===== src/rtl/cpu_types_pkg.sv =====
// cpu_types_pkg
// Shared types for the pipelined MIPS core: the machine word, the fetch
// stage state encoding, and the PC increment. The hazard unit and the
// fetch bench import this package so they agree on the encodings.
package cpu_types_pkg;

    typedef logic [31:0] word_t;

    // Fetch stage control states.
    typedef enum logic [1:0] {
        RUN    = 2'd0,
        DRAIN  = 2'd1,
        HALTED = 2'd2
    } fetch_state_t;

    localparam word_t PC_STEP = 32'd4;

    // Instruction addresses are word aligned, so the low two bits of any
    // externally supplied target are dropped.
    function automatic word_t align_word(input word_t addr);
        return addr & ~word_t'(32'h3);
    endfunction

endpackage


===== src/rtl/ifid_latch.sv =====
// ifid_latch
// Single-entry IF/ID pipeline slot. Holds one fetched instruction and the
// PC+4 that goes with it, plus a valid flag.
// Ports:
//   CLK       core clock, rising edge
//   rst       synchronous active-high reset, zeroes the whole slot
//   load      capture load_ins/load_npc and mark the slot valid
//   clear     drop the slot contents (valid only; data is don't-care)
//   load_ins  instruction word to capture
//   load_npc  PC+4 of that instruction
//   valid     slot holds a live instruction
//   ins       stored instruction
//   npc       stored PC+4
module ifid_latch
    import cpu_types_pkg::*;
(
    input  logic  CLK,
    input  logic  rst,
    input  logic  load,
    input  logic  clear,
    input  word_t load_ins,
    input  word_t load_npc,
    output logic  valid,
    output word_t ins,
    output word_t npc
);

    // Load beats clear so a consumed slot can be refilled in the same
    // cycle; with neither asserted the slot simply holds.
    always_ff @(posedge CLK) begin
        if (rst) begin
            valid <= 1'b0;
            ins   <= '0;
            npc   <= '0;
        end else if (load) begin
            valid <= 1'b1;
            ins   <= load_ins;
            npc   <= load_npc;
        end else if (clear) begin
            valid <= 1'b0;
        end
    end

endmodule


===== src/rtl/fetch_unit.sv =====
// fetch_unit
// Instruction fetch stage of the pipelined MIPS core. Owns the PC and the
// fetch FSM, drives the icache read handshake, and feeds decode through an
// ifid_latch slot.
// Ports:
//   CLK, rst          clock and synchronous active-high reset
//   iREN, iaddr       icache read enable and address (iaddr is the PC)
//   ihit, iload       icache response and returned instruction word
//   stall             decode cannot consume the slot this cycle
//   redirect          downstream control-flow change, flushes the slot
//   redirect_pc       new PC; low two bits ignored
//   halt_req          decode holds a halt instruction
//   ifid_valid/ins/npc  IF/ID slot contents presented to decode
module fetch_unit
    import cpu_types_pkg::*;
#(
    parameter word_t PC_INIT = 32'h0000_0000
) (
    input  logic  CLK,
    input  logic  rst,
    output logic  iREN,
    output word_t iaddr,
    input  logic  ihit,
    input  word_t iload,
    input  logic  stall,
    input  logic  redirect,
    input  word_t redirect_pc,
    input  logic  halt_req,
    output logic  ifid_valid,
    output word_t ifid_ins,
    output word_t ifid_npc
);

    fetch_state_t state, state_next;
    word_t        pc, pc_next;
    word_t        pend_pc, pend_pc_next;
    word_t        target;
    word_t        pc_plus;
    logic         accept;
    logic         slot_load;
    logic         slot_clear;

    assign target  = align_word(redirect_pc);
    assign pc_plus = pc + PC_STEP;

    // The icache only ever sees the registered PC and state, so a redirect
    // cannot disturb an address that is already in flight.
    assign iREN  = (state != HALTED) && !rst;
    assign iaddr = pc;

    assign accept = ihit && (!ifid_valid || !stall) && (state == RUN)
                    && !redirect && !halt_req;

    // State, PC and the parked redirect target.
    always_ff @(posedge CLK) begin
        if (rst) begin
            state   <= RUN;
            pc      <= PC_INIT;
            pend_pc <= '0;
        end else begin
            state   <= state_next;
            pc      <= pc_next;
            pend_pc <= pend_pc_next;
        end
    end

    // Next-state and slot control. Redirect outranks halt, which outranks
    // the normal stall/consume behaviour of the slot.
    always_comb begin
        state_next   = state;
        pc_next      = pc;
        pend_pc_next = pend_pc;
        slot_load    = 1'b0;
        slot_clear   = 1'b0;

        case (state)
            RUN: begin
                if (redirect) begin
                    slot_clear = 1'b1;
                    if (ihit) begin
                        pc_next = target;
                    end else begin
                        // The miss is still outstanding on iaddr; park the
                        // target until the icache answers.
                        pend_pc_next = target;
                        state_next   = DRAIN;
                    end
                end else if (halt_req) begin
                    state_next = HALTED;
                    slot_clear = !stall;
                end else if (accept) begin
                    slot_load = 1'b1;
                    pc_next   = pc_plus;
                end else begin
                    slot_clear = !stall;
                end
            end

            DRAIN: begin
                slot_clear = 1'b1;
                if (redirect) begin
                    if (ihit) begin
                        pc_next    = target;
                        state_next = RUN;
                    end else begin
                        pend_pc_next = target;
                    end
                end else if (ihit) begin
                    pc_next    = pend_pc;
                    state_next = RUN;
                end
            end

            HALTED: begin
                if (redirect) begin
                    // The halt was on a squashed path; resume at the target.
                    pc_next    = target;
                    slot_clear = 1'b1;
                    state_next = RUN;
                end else begin
                    slot_clear = !stall;
                end
            end

            default: begin
                state_next = RUN;
                slot_clear = 1'b1;
            end
        endcase
    end

    ifid_latch u_ifid (
        .CLK      (CLK),
        .rst      (rst),
        .load     (slot_load),
        .clear    (slot_clear),
        .load_ins (iload),
        .load_npc (pc_plus),
        .valid    (ifid_valid),
        .ins      (ifid_ins),
        .npc      (ifid_npc)
    );

endmodule


===== config.mk =====
export PLATFORM = sky130hd
export DESIGN_NAME = fetch_unit
export DESIGN_NICKNAME = d
export VERILOG_FILES = /design/src/rtl/cpu_types_pkg.sv /design/src/rtl/ifid_latch.sv /design/src/rtl/fetch_unit.sv
export SDC_FILE = /design/constraint.sdc
export NUM_CORES = 1
export LEC_CHECK = 0
export CORE_ASPECT_RATIO = 0.9
export CORE_MARGIN = 2
export CORE_UTILIZATION = 46
export DETAILED_ROUTE_END_ITERATION = 8
export PLACE_DENSITY_LB_ADDON = 0.25
export SLEW_MARGIN = 20
export SYNTH_ARGS = -nofsm -noshare
export SYNTH_HDL_FRONTEND = slang
export SYNTH_SLANG_ARGS = --single-unit

===== constraint.sdc =====
create_clock -name CLK -period 1.9 [get_ports CLK]
set_input_delay 0.38 -clock CLK [delete_from_list [all_inputs] [get_ports CLK]]
set_output_delay 0.38 -clock CLK [all_outputs]
set_load 0.005 [all_outputs]

# Word-level counts from Yosys, hierarchy flattened
# Cells that the tools add are included.
# W data, S select, Z words.
[totals]
out_inout_bits = 98
ff_bits = 129
in_bits = 70
[classes]
reduce_logical = 18
eq_ne = 10
bitwise = 1
mux = 25
n_addsub = 1
[ops]
columns = ["op", "n"]
rows = [
  ["$mux W32", 7],
  ["$pmux W32 S3", 1],
  ["$add A32 B3 Y32 const B", 1],
  ["$ne A3 B3 Y1 const B", 5],
  ["$mux W1", 10],
  ["$mux W2", 5],
  ["$ne A2 B2 Y1 const B", 3],
  ["$pmux W2 S3", 1],
  ["$logic_and A1 B1 Y1", 5],
  ["$logic_not A1 Y1", 5],
  ["$reduce_and A5 Y1", 1],
  ["$reduce_and A4 Y1", 1],
  ["$reduce_and A3 Y1", 1],
  ["$reduce_bool A3 Y1", 1],
  ["$eq A2 B1 Y1 const B", 1],
  ["$eq A2 B2 Y1 const B", 1],
  ["$logic_not A2 Y1", 1],
  ["$pmux W1 S2", 1],
  ["$reduce_bool A2 Y1", 1],
  ["$reduce_or A2 Y1", 1],
  ["$logic_or A1 B1 Y1", 1],
  ["$not A1 Y1", 1],
]

# Logic depth before layout (Yosys ltp)
# Gate-level depths: netlist (run 1).
[depth]
word_depth = 12
mapped_depth = 9
mapped_depth_nobuf = 7

# Cells and area by module
# A second synthesis (run 1) with hierarchy kept.
[unflattened]
hier_cells = 804
hier_area_um2 = 6789.0
[modules_own_cells]
columns = ["mod", "seq_area_each_um2", "cells_each", "instances", "area_each_um2"]
rows = [
  ["fetch_unit", 1281.2, 594, 1, 4444.3],
  ["ifid_latch", 1301.2, 210, 1, 2344.7],
]

# Least setup slack after synthesis (run 1)
# Ideal clock, no wire load.
[synth_path]
path_type = "register to register"
start = "register state[0]"
end = "register pc[18] (netlist: iaddr[18])"
setup_time_ns = 0.132
path_stages_with_launch = 10
path_slack_ns = -0.097
synth_period_minus_slack_ns = 1.997
required_time_ns = 1.768
t_arrival_ns = 1.865
cell_sequence = "dfxtp_1 -> inv_1 -> ha_1 -> buf_2 -> nor2b_1 -> o21a_1 -> or3_1 -> buf_2 -> a221oi_1 -> nor3_1"
[synth_between]
elab_chain_len = 6
[synth_lines]
columns = ["item", "line_no", "source"]
rows = [
  ["start: declaration", "fetch_unit.sv:34", "fetch_state_t state, state_next;"],
  ["start signal: assignment", "fetch_unit.sv:61", "state <= state_next;"],
  ["$logic_not A2 Y1", "fetch_unit.sv:51, fetch_unit.sv:76", ""],
  ["$logic_and A1 B1 Y1", "fetch_unit.sv:51", "assign accept = ihit && (!ifid_valid || !stall) && (state == RUN)"],
  ["$logic_and A1 B1 Y1 (2 in a row)", "fetch_unit.sv:52", "&& !redirect && !halt_req;"],
  ["$ne A3 B3 Y1 (no line)", "n/a", ""],
  ["$reduce_and A5 Y1 (no line)", "n/a", ""],
  ["end signal: assignment", "fetch_unit.sv:62", "pc <= pc_next;"],
  ["end: declaration", "fetch_unit.sv:35", "word_t pc, pc_next;"],
]
# Several ways; a longest one is shown, not always the timed one.
# A chain may end at the register's enable or synchronous reset.

# Worst setup path after layout (run 1)
[layout_path]
start = "register state[0]"
end = "register pc[4] (netlist: iaddr[4])"
# The elaborated chain is that of the path after synthesis.

==> metrics.md, run 1 <==
| Metric | Value |
|---|---|
| Status | finished, final reports clean |
| Number of synthesized flops with an enable pin | 0 |
| Post-synthesis sequential area ratio | 0.370 |
| Overall Global Routing Usage | 0.285 |
| Vias per inst | 5.67 |
| RSZ-0062 raised after global routing | yes |
| Total Power | 0.00954 W |
| Initial DRT Pass Iterations | 6 |
| Clk buf depth | 2 |
| Share of cells above drive strength 1 | 0.199 |
| Dominant synthesized flop cell | dfxtp_1 |
| Area leader, netlist | dfxtp_1 |
| Clk pin slew, worst setup/hold paths | 60 ps |
| Worst EP arrival | 2180 ps |
| Synth unique cells | 68 |
| Yosys reg bits | 129 |
| Post-synthesis cell area | 6990 um2 |
| Final ANT Viol Nets | 0 |
| Mapped Cells | 909 |
| Hold_ws | 345 ps |
| Met3 usage | 0.0923 |
| Final net count | 1,206 |
| Area Overhead vs Synth | 49.2% |
| Post-layout minimum cycle time | 1880 ps |
| CP Launch Type | flop |
| Port-buffer cells | 165 |
| ANT cells | 0 |
| Vias in the first global route | 7,040 |
| Gr ovfl total | 0 |
| Final worst slack | 20.1 ps |
| Final hold violation count | 0 |
| Top post-synthesis cells by area | dfxtp_1 (37%), nand2_1 (9.6%), a21oi_1 (8.5%), mux2i_1 (4.4%), o21ai_0 (3.2%) |
| Clock insertion delay at the later pin of the skew report | 430 ps |
| Core box area | 14,800 um2 |
| Placed inst area | 9470 um2 |
| # DRC | 0 |
| Die X-Extent | 134 um |
| Initial DRC count | 723 |
| Pleak | 3.94 nW |
| Worst Path Required | 2200 ps |
| IO Pins | 168 |
| Worst slack at placement | -401 ps |
| Detailed Place HPWL | 16.6 mm |
| Asr flop ratio synth | 0 |
| CTS buffer count | 17 |
| Fmax | 532 MHz |
| Setup Viol. Count Final | 0 |
| Finished Cell Area | 10,400 um2 |
| GR peak layer | met2 |
| Clock Skews | 7.67 ps |
| DR WL/cell | 17.6 um |
| P per Cell Area | 914 nW/um2 |
| Initial antenna violation count | 0 |
| Yosys warnings | 0 |
| Synth Area per Inst | 7.69 um2 |
| CTS root buffer | clkbuf_16 |
| CTS Sinks | 129 |
| Slew Viols, Final | 0 |
| Htree depth | 4 |
| Slew at the pin with the worst max-slew slack | 572 ps |
| Largest net degree at the start of global routing | 50 |
| Crit path kind | flop to flop |
| Syn Nets | 984 |
| Synth top area share | 0.370 |
| Post-Route WL | 23.7 mm |
| Worst hold path type | input port to flop |
| GP Congestion | 0.985 |
| Slew margin rel. | 0.619 |
| Die H | 121 um |
| Fillers | 1,189 |
| Via count | 7,613 |
| Starting density of the core | 0.473 |
| TNS Setup | 0 ps |
| GR Util met1 | 0.391 |
| CP Capture Type | flop |
| Peak VDD IR | 827 uV |
| Core Rows | 42 |
| Crit-path max FO | 10 |
| Maxcap violations | 0 |
| Global-route met2 utilization | 0.422 |
| Final worst-path cycle share | 0.989 |
| First-pass GRT wire length | 36.6 mm |
| CTS tree | done |
| Die area | 16,200 um2 |
per-stage QoR:
step | util | std cells
after global placement | 0.641 | 1299
after detailed placement | 0.641 | 1299
after global routing | 0.706 | 1342
after floorplan | - | 909
final | 0.706 | 1342
after CTS | 0.693 | 1333
cells by family after synthesis:
logic type      Yosys count  synth area share
buf+inv                 100            0.0612
mux                      35            0.0509
flops                   129             0.370
compound gates          270             0.237
xor+xnor                 26            0.0326
simple gates            344             0.240
fa+ha+maj                 5           0.00895
flip-flops by register name, summed over array words and instances (netlist names):
| signal | count |
|---|---|
| pend_pc | 30 |
| iaddr | 32 |
| u_ifid.ins | 32 |
| state | 2 |
| u_ifid.npc | 32 |
| u_ifid.valid | 1 |
cell usage after synthesis (15+ instances only):
library cell	number
a211oi_1	15
a21oi_1	119
buf_2	22
clkbuf_1	50
dfxtp_1	129
mux2i_1	31
nand2_1	178
nand3_1	21
nor2_1	53
nor3_1	19
o21ai_0	45
xnor2_1	18
critical path: stages, from the launching register on:
cell,delay (ps)
dfxtp_4,380
inv_4,50
ha_4,160
nor2b_4,120
o21a_1,140
or3_4,430
buf_6,170
o21ai_0,190
a21oi_1,90
layout make-up:
type                       instances  area [um2]  share of cell area
timing repair buffer             289        2730               0.262
tap                              198         248              0.0238
clock buffer                      19         453              0.0434
inverter                          13        55.1             0.00528
clock inverter                    13         208              0.0199
sequential                       129        2600               0.250
multi-input combinational        681        4130               0.396
power by group:
| group | internal, W | leakage (nW) | switching, W |
|---|---|---|---|
| sequential | 0.00293 | 1.06 | 0.000167 |
| combinational | 0.00136 | 2.57 | 0.00141 |
| clock | 0.00240 | 0.312 | 0.00127 |
path summary, 6_finish.rpt:
kind	from	to	slack [ps]	cells past startpoint
min	redirect	u_ifid.valid	350	2
max	state[0]	iaddr[4]	20	8
min reg2reg	u_ifid.npc[7]	u_ifid.npc[7]	450	2
max reg2reg	state[0]	iaddr[4]	20	8
cell usage in the layout (no fill, tap or decap), drive strengths merged, types with 19 or more instances in the layout:
cell type      instances
a21oi                119
buf                  128
clkbuf                19
clkdlybuf4s50        157
dfxtp                129
mux2i                 31
nand2                179
nand3                 22
nor2                  53
nor3                  25
o21ai                 45
what timing repair did:
| item | 4_1_cts | 5_1_grt |
|---|---|---|
| hold buffers | 0 | 0 |
| gates cloned | 0 | 1 |
| pin swaps | 3 | 9 |
| resized for setup | 32 | 42 |
| endpoints found under the hold margin | 0 | 0 |
| buffers inserted | 2 | 8 |
| endpoints found under the setup margin | 76 | 86 |
routing by layer:
metal | routed length (um) | share of wire
met1 | 10200 | 0.43
met2 | 10500 | 0.44
met3 | 2650 | 0.11
met4 | 430 | 0.018
met5 | 0 | 0
Power figures use the tool's default switching activity.
==> run 2, diff against run 1 <==
--- a/config.mk
+++ b/config.mk
@@ -7,7 +7,7 @@
 export LEC_CHECK = 0
 export CORE_ASPECT_RATIO = 0.9
 export CORE_MARGIN = 2
-export CORE_UTILIZATION = 46
+export CORE_UTILIZATION = 50
 export DETAILED_ROUTE_END_ITERATION = 8
 export PLACE_DENSITY_LB_ADDON = 0.25
 export SLEW_MARGIN = 20
==> constraint.sdc (replaced) <==
create_clock -name CLK -period 2 [get_ports CLK]
set_input_delay 0.4 -clock CLK [delete_from_list [all_inputs] [get_ports CLK]]
set_output_delay 0.4 -clock CLK [all_outputs]
set_load 0.005 [all_outputs]
==> metrics.md, run 2 (same netlist as run 1, synthesis figures left out) <==
| Metric | Value |
|---|---|
| Non-Filler Instances | 1,289 |
| Final hold violation count | 0 |
| Slowest CP cell | dfxtp_2 |
| Setup Viol. Count Final | 0 |
| Initial DRT Pass Iterations | 6 |
| Commonest non-fill, non-tap cell in the layout | nand2_1 |
| Status | finished, final reports clean |
| Slew Viols, Final | 0 |
| CTS Sinks | 129 |
| Placed instance count | 1,254 |
| RSZ-0062 raised after global routing | yes |
| Core Rows | 40 |
| CTS tree | done |
| Final ANT Viol Nets | 0 |
| Maxcap violations | 0 |
| Total Power | 0.00864 W |
| Die X-Extent | 129 um |
| Share of cells above drive strength 1 | 0.160 |
| Via count | 7,771 |
| Reg2reg start | state[0] |
| Clock Skews | 7.86 ps |
| Die H | 116 um |
| DR WL/cell | 18.4 um |
| ANT cells | 0 |
| Final net count | 1,183 |
| Clk pin slew, worst setup/hold paths | 60 ps |
| Crit-path cells | inv_1 -> ha_2 -> buf_4 -> nand2b_1 -> nand2_2 -> buf_12 -> buf_4 -> o22ai_1 -> a21oi_1 -> o32ai_1 |
| Slew at the pin with the worst max-slew slack | 553 ps |
| Hold Buf Count CTS | 0 |
| CP Capture Type | flop |
| Worst Setup SP | state[0] |
| Gr ovfl total | 0 |
| Area Overhead vs Synth | 43.9% |
| CTS buffer count | 17 |
| Commonest non-fill, non-tap cells in the layout | nand2_1 (177), clkdlybuf4s50_1 (161), dfxtp_1 (126) |
| Start point of the worst hold path | rst |
| Fillers | 1,003 |
| IO Pins | 168 |
| Initial antenna violation count | 0 |
| P per Cell Area | 859 nW/um2 |
| Core box area | 13,500 um2 |
| Overall Global Routing Usage | 0.311 |
| Worst path bufs/invs | 4 |
| Pleak | 3.75 nW |
| First-pass GRT wire length | 36.3 mm |
| Htree depth | 4 |
| Slew margin rel. | 0.631 |
| Initial DRC count | 897 |
| Detailed Place HPWL | 16.3 mm |
| Worst EP arrival | 2290 ps |
| Fin util | 0.744 |
| Worst path max stage delay | 330 ps |
| Worst hold path type | input port to flop |
| Worst Path Required | 2320 ps |
| # DRC | 0 |
| Post-Route WL | 23.7 mm |
| Final worst-path cycle share | 0.986 |
| GP Congestion | 0.933 |
| Peak VDD IR | 684 uV |
| CTS root buffer | clkbuf_16 |
| Crit path kind | flop to flop |
| Clk buf depth | 2 |
| Largest net degree at the start of global routing | 48 |
| Port-buffer cells | 165 |
| Most used cell, CP | buf_4 |
| Vias in the first global route | 6,910 |
| Post-layout minimum cycle time | 1970 ps |
| CP Launch Type | flop |
| Crit-path max FO | 10 |
| Crit path max-delay family | buffers and inverters |
| Fmax | 507 MHz |
| Die area | 14,900 um2 |
| Clock insertion delay at the later pin of the skew report | 430 ps |
| Starting density of the core | 0.517 |
| Vias per inst | 6.03 |
[run 2: cell types whose count changed in the layout (fill, tap and decap cells not counted), moves of 4 or more]
cell and change:
dfxtp_2 -8, clkdlybuf4s50_1 +4, buf_6 -6, dfxtp_1 +10
buf_4 -18
[run 2: timing repair]
item | 4_1_cts | 5_1_grt
gates cloned | 0 | 1
endpoints found under the setup margin | 25 | 30
gates resized for setup | 8 | 18
buffers inserted | 1 | 1
pin swaps | 1 | 5
[run 2: worst reg2reg max path, stage by stage (launching register included)]
cell      delay (ps)
dfxtp_2          330
inv_1            110
ha_2             310
buf_4            190
nand2b_1         120
nand2_2          120
buf_12           170
buf_4            130
o22ai_1          160
a21oi_1           60
o32ai_1          160
[run 2: final cells by class]
| cell class | instances | area, um2 | area share |
|---|---|---|---|
| tap | 168 | 210 | 0.0209 |
| clock buffer | 18 | 439 | 0.0437 |
| multi-input combinational | 680 | 4040 | 0.401 |
| inverter | 13 | 48.8 | 0.00485 |
| sequential | 129 | 2590 | 0.257 |
| timing repair buffer | 267 | 2580 | 0.257 |
| clock inverter | 14 | 155 | 0.0154 |
[run 2: power by group]
part / leakage, nW / switching [W] / internal, W
Clock: 0.276 / 0.00126 / 0.00188
Combinational: 2.42 / 0.00132 / 0.00124
Sequential: 1.05 / 0.000162 / 0.00278
[run 2: path summary, 6_finish.rpt]
check | endpoint | slack, ps | depth (start not counted)
worst max register to register | iaddr[26] | 30 | 10
worst min-delay path | pend_pc[30] | 340 | 2
worst min register to register | u_ifid.ins[2] | 450 | 2
worst max-delay path | iaddr[26] | 30 | 10
[run 2: layer usage]
| layer | up-vias | global-route usage | wire (um) |
|---|---|---|---|
| li1 | 3632 | - | - |
| met1 | 3632 | 0.427 | 9930 |
| met2 | 453 | 0.479 | 10700 |
| met3 | 54 | 0.0967 | 2560 |
| met4 | 0 | 0.0790 | 467 |
| met5 | - | 0 | 0 |
[run 2: metrics by stage]
stage	hold slack, ps	instance area [um2]	setup WS, ps	setup TNS, ps
6_report	335	10100	27.7	0
5_1_grt	327	10100	-28.6	-95.1
4_1_cts	318	9980	5.94	0
3_5_place_dp	443	9360	-329	-12920
3_3_place_gp	440	9360	-309	-10940
2_1_floorplan	433	6990	3.02	0
==> run 3, diff against run 2 <==
--- a/config.mk
+++ b/config.mk
@@ -5,7 +5,8 @@
 export SDC_FILE = /design/constraint.sdc
 export NUM_CORES = 1
 export LEC_CHECK = 0
-export CORE_ASPECT_RATIO = 0.9
+export ABC_AREA = 1
+export CORE_ASPECT_RATIO = 0.75
 export CORE_MARGIN = 2
 export CORE_UTILIZATION = 50
 export DETAILED_ROUTE_END_ITERATION = 8
==> metrics.md, run 3 <==
| Metric | Value |
|---|---|
| Mapped Cells | 1,071 |
| Most frequent cells after synthesis | nand2_1 (218), nor2_1 (172), o21ai_0 (163) |
| Post-Route WL | 22.5 mm |
| Port-buffer cells | 165 |
| Clk buf depth | 2 |
| Initial DRT Pass Iterations | 5 |
| Gr ovfl total | 0 |
| Crit path kind | flop to output port |
| GP Congestion | 0.935 |
| Clock insertion delay at the later pin of the skew report | 420 ps |
| CTS buffer count | 17 |
| Synth top area share | 0.372 |
| Number of synthesized flops with an enable pin | 0 |
| Initial DRC count | 820 |
| Vias in the first global route | 7,032 |
| Pleak | 4.15 nW |
| Detailed Place HPWL | 16.4 mm |
| Commonest non-fill, non-tap cell in the layout | nand2_1 |
| Largest net degree at the start of global routing | 63 |
| Final worst-path cycle share | 0.972 |
| DR WL/cell | 15.7 um |
| Crit-path max FO | 4 |
| CP Capture Type | output port |
| Post-layout minimum cycle time | 1940 ps |
| Hold Buf Count CTS | 0 |
| Final worst slack | 55.5 ps |
| Syn Nets | 1,146 |
| ANT cells | 0 |
| Synth Area per Inst | 6.47 um2 |
| Overall Global Routing Usage | 0.304 |
| Asr flop ratio synth | 0 |
| Initial antenna violation count | 0 |
| P per Cell Area | 1240 nW/um2 |
| RSZ-0062 raised after global routing | no |
| Fin util | 0.713 |
| Slew Viols, Final | 0 |
| Via count | 7,828 |
| CP Launch Type | flop |
| Core box area | 13,600 um2 |
| Status | finished, final reports clean |
| # DRC | 0 |
| Setup Viol. Count Final | 0 |
| Starting density of the core | 0.509 |
| Clock Skews | 6.85 ps |
| Peak VDD IR | 754 uV |
| Worst hold path type | flop to flop |
| Worst slack at placement | -199 ps |
| Worst Path Required | 1600 ps |
| First-pass GRT wire length | 36.2 mm |
| Final net count | 1,323 |
| Worst EP arrival | 1540 ps |
| Slew at the pin with the worst max-slew slack | 448 ps |
| Dominant synthesized flop cell | dfxtp_1 |
| Fmax | 514 MHz |
| Die area | 14,800 um2 |
| CTS root buffer | clkbuf_16 |
| Die H | 106 um |
| Yosys warnings | 0 |
| Htree depth | 4 |
| Count leader, synth | nand2_1 |
| IO Pins | 168 |
| Area leader, netlist | dfxtp_1 |
| Area Overhead vs Synth | 39.9% |
| Vias per inst | 5.45 |
| Share of cells above drive strength 1 | 0.107 |
| Synth unique cells | 35 |
| CTS tree | done |
| Commonest non-fill, non-tap cells in the layout | nand2_1 (218), nor2_1 (170), clkdlybuf4s50_1 (164) |
| Final ANT Viol Nets | 0 |
| Yosys reg bits | 129 |
| Die X-Extent | 140 um |
| CTS Sinks | 129 |
| Final hold violation count | 0 |
| Maxcap violations | 0 |
| Slew margin rel. | 0.701 |
| Top post-synthesis cells by area | dfxtp_1 (37%), nand2_1 (12%), o21ai_0 (12%), nor2_1 (9.3%), a21oi_1 (7.1%) |
| Core Rows | 37 |
| Clk pin slew, worst setup/hold paths | 60 ps |
| Post-synthesis sequential area ratio | 0.372 |
| Post-synthesis cell area | 6930 um2 |
## run 3: changes by cell type after synthesis, moves of 14 or more
cell / previous run / this run
a21oi_1: 119 / 98
mux2i_1: 31 / 0
o21ai_0: 45 / 163
xnor2_1: 18 / 4
nand2_1: 178 / 218
inv_1: 12 / 89
clkbuf_1: 50 / 34
a22oi_1: 14 / 0
nor2_1: 53 / 172
nand3_1: 21 / 39
nor3_1: 19 / 3
## run 3: power by group
part | switching, W | internal, W | total (W)
combinational | 0.00279 | 0.00227 | 0.00506
clock | 0.00129 | 0.00189 | 0.00318
sequential | 0.000663 | 0.00311 | 0.00377
## run 3: critical path, stage by stage (launching register included)
cell and delay (ps):
dfxtp_1 430, buf_4 180, clkdlybuf4s50_1 520
## run 3: metrics by stage
step	instance area, um2	hold slack [ps]	TNS (ps)	power, W	instances
2_1_floorplan	6930	439	0	0.00621	1071
3_5_place_dp	9070	478	-7660	0.00865	1403
5_1_grt	9700	499	0	0.0127	1436
3_3_place_gp	9070	454	-7410	0.00857	1403
4_1_cts	9670	475	0	0.0118	1435
6_report	9700	479	0	0.0120	1436
## run 3: area by class of cell
cell class,count,area [um2]
Fill cell,1139,3910
Multi-Input combinational cell,779,3690
Sequential cell,129,2580
Timing Repair Buffer,228,2260
Clock buffer,18,439
Inverter,93,349
Tap cell,175,219
Clock inverter,14,156
## run 3: cells by family after synthesis
logic type	after synthesis	synth area share
AOI/OAI and AO/OA	299	0.228
xor gates and xnor gates	14	0.0177
adders and majority gates	5	0.00902
buffers and inverters	163	0.101
DFF	129	0.372
and+or+nand+nor	461	0.272
## run 3: worst paths after layout
path | slack, ps | end | depth (start not counted) | startpoint
worst min register to register | 480 | iaddr[1] | 2 | iaddr[1]
worst min-delay path | 480 | iaddr[1] | 2 | iaddr[1]
worst max register to register | 120 | iaddr[17] | 9 | iaddr[4]
worst max-delay path | 60 | iaddr[10] | 2 | iaddr[10]
## run 3: repair_timing
item | CTS | global route
setup buffers | 0 | 1
resized for setup | 2 | 7
endpoints found under the setup margin | 1 | 37
pin swaps | 1 | 1
## run 3: metal layers
metal  vias up  routed length [um]  share of wire  track usage
met5         -                   0              0            0
met4         0                 408          0.018       0.0907
met3        41                2490           0.11       0.0757
met2       430                9520           0.42        0.452
met1      3507               10100           0.45        0.436
li1       3850                   -              -            -
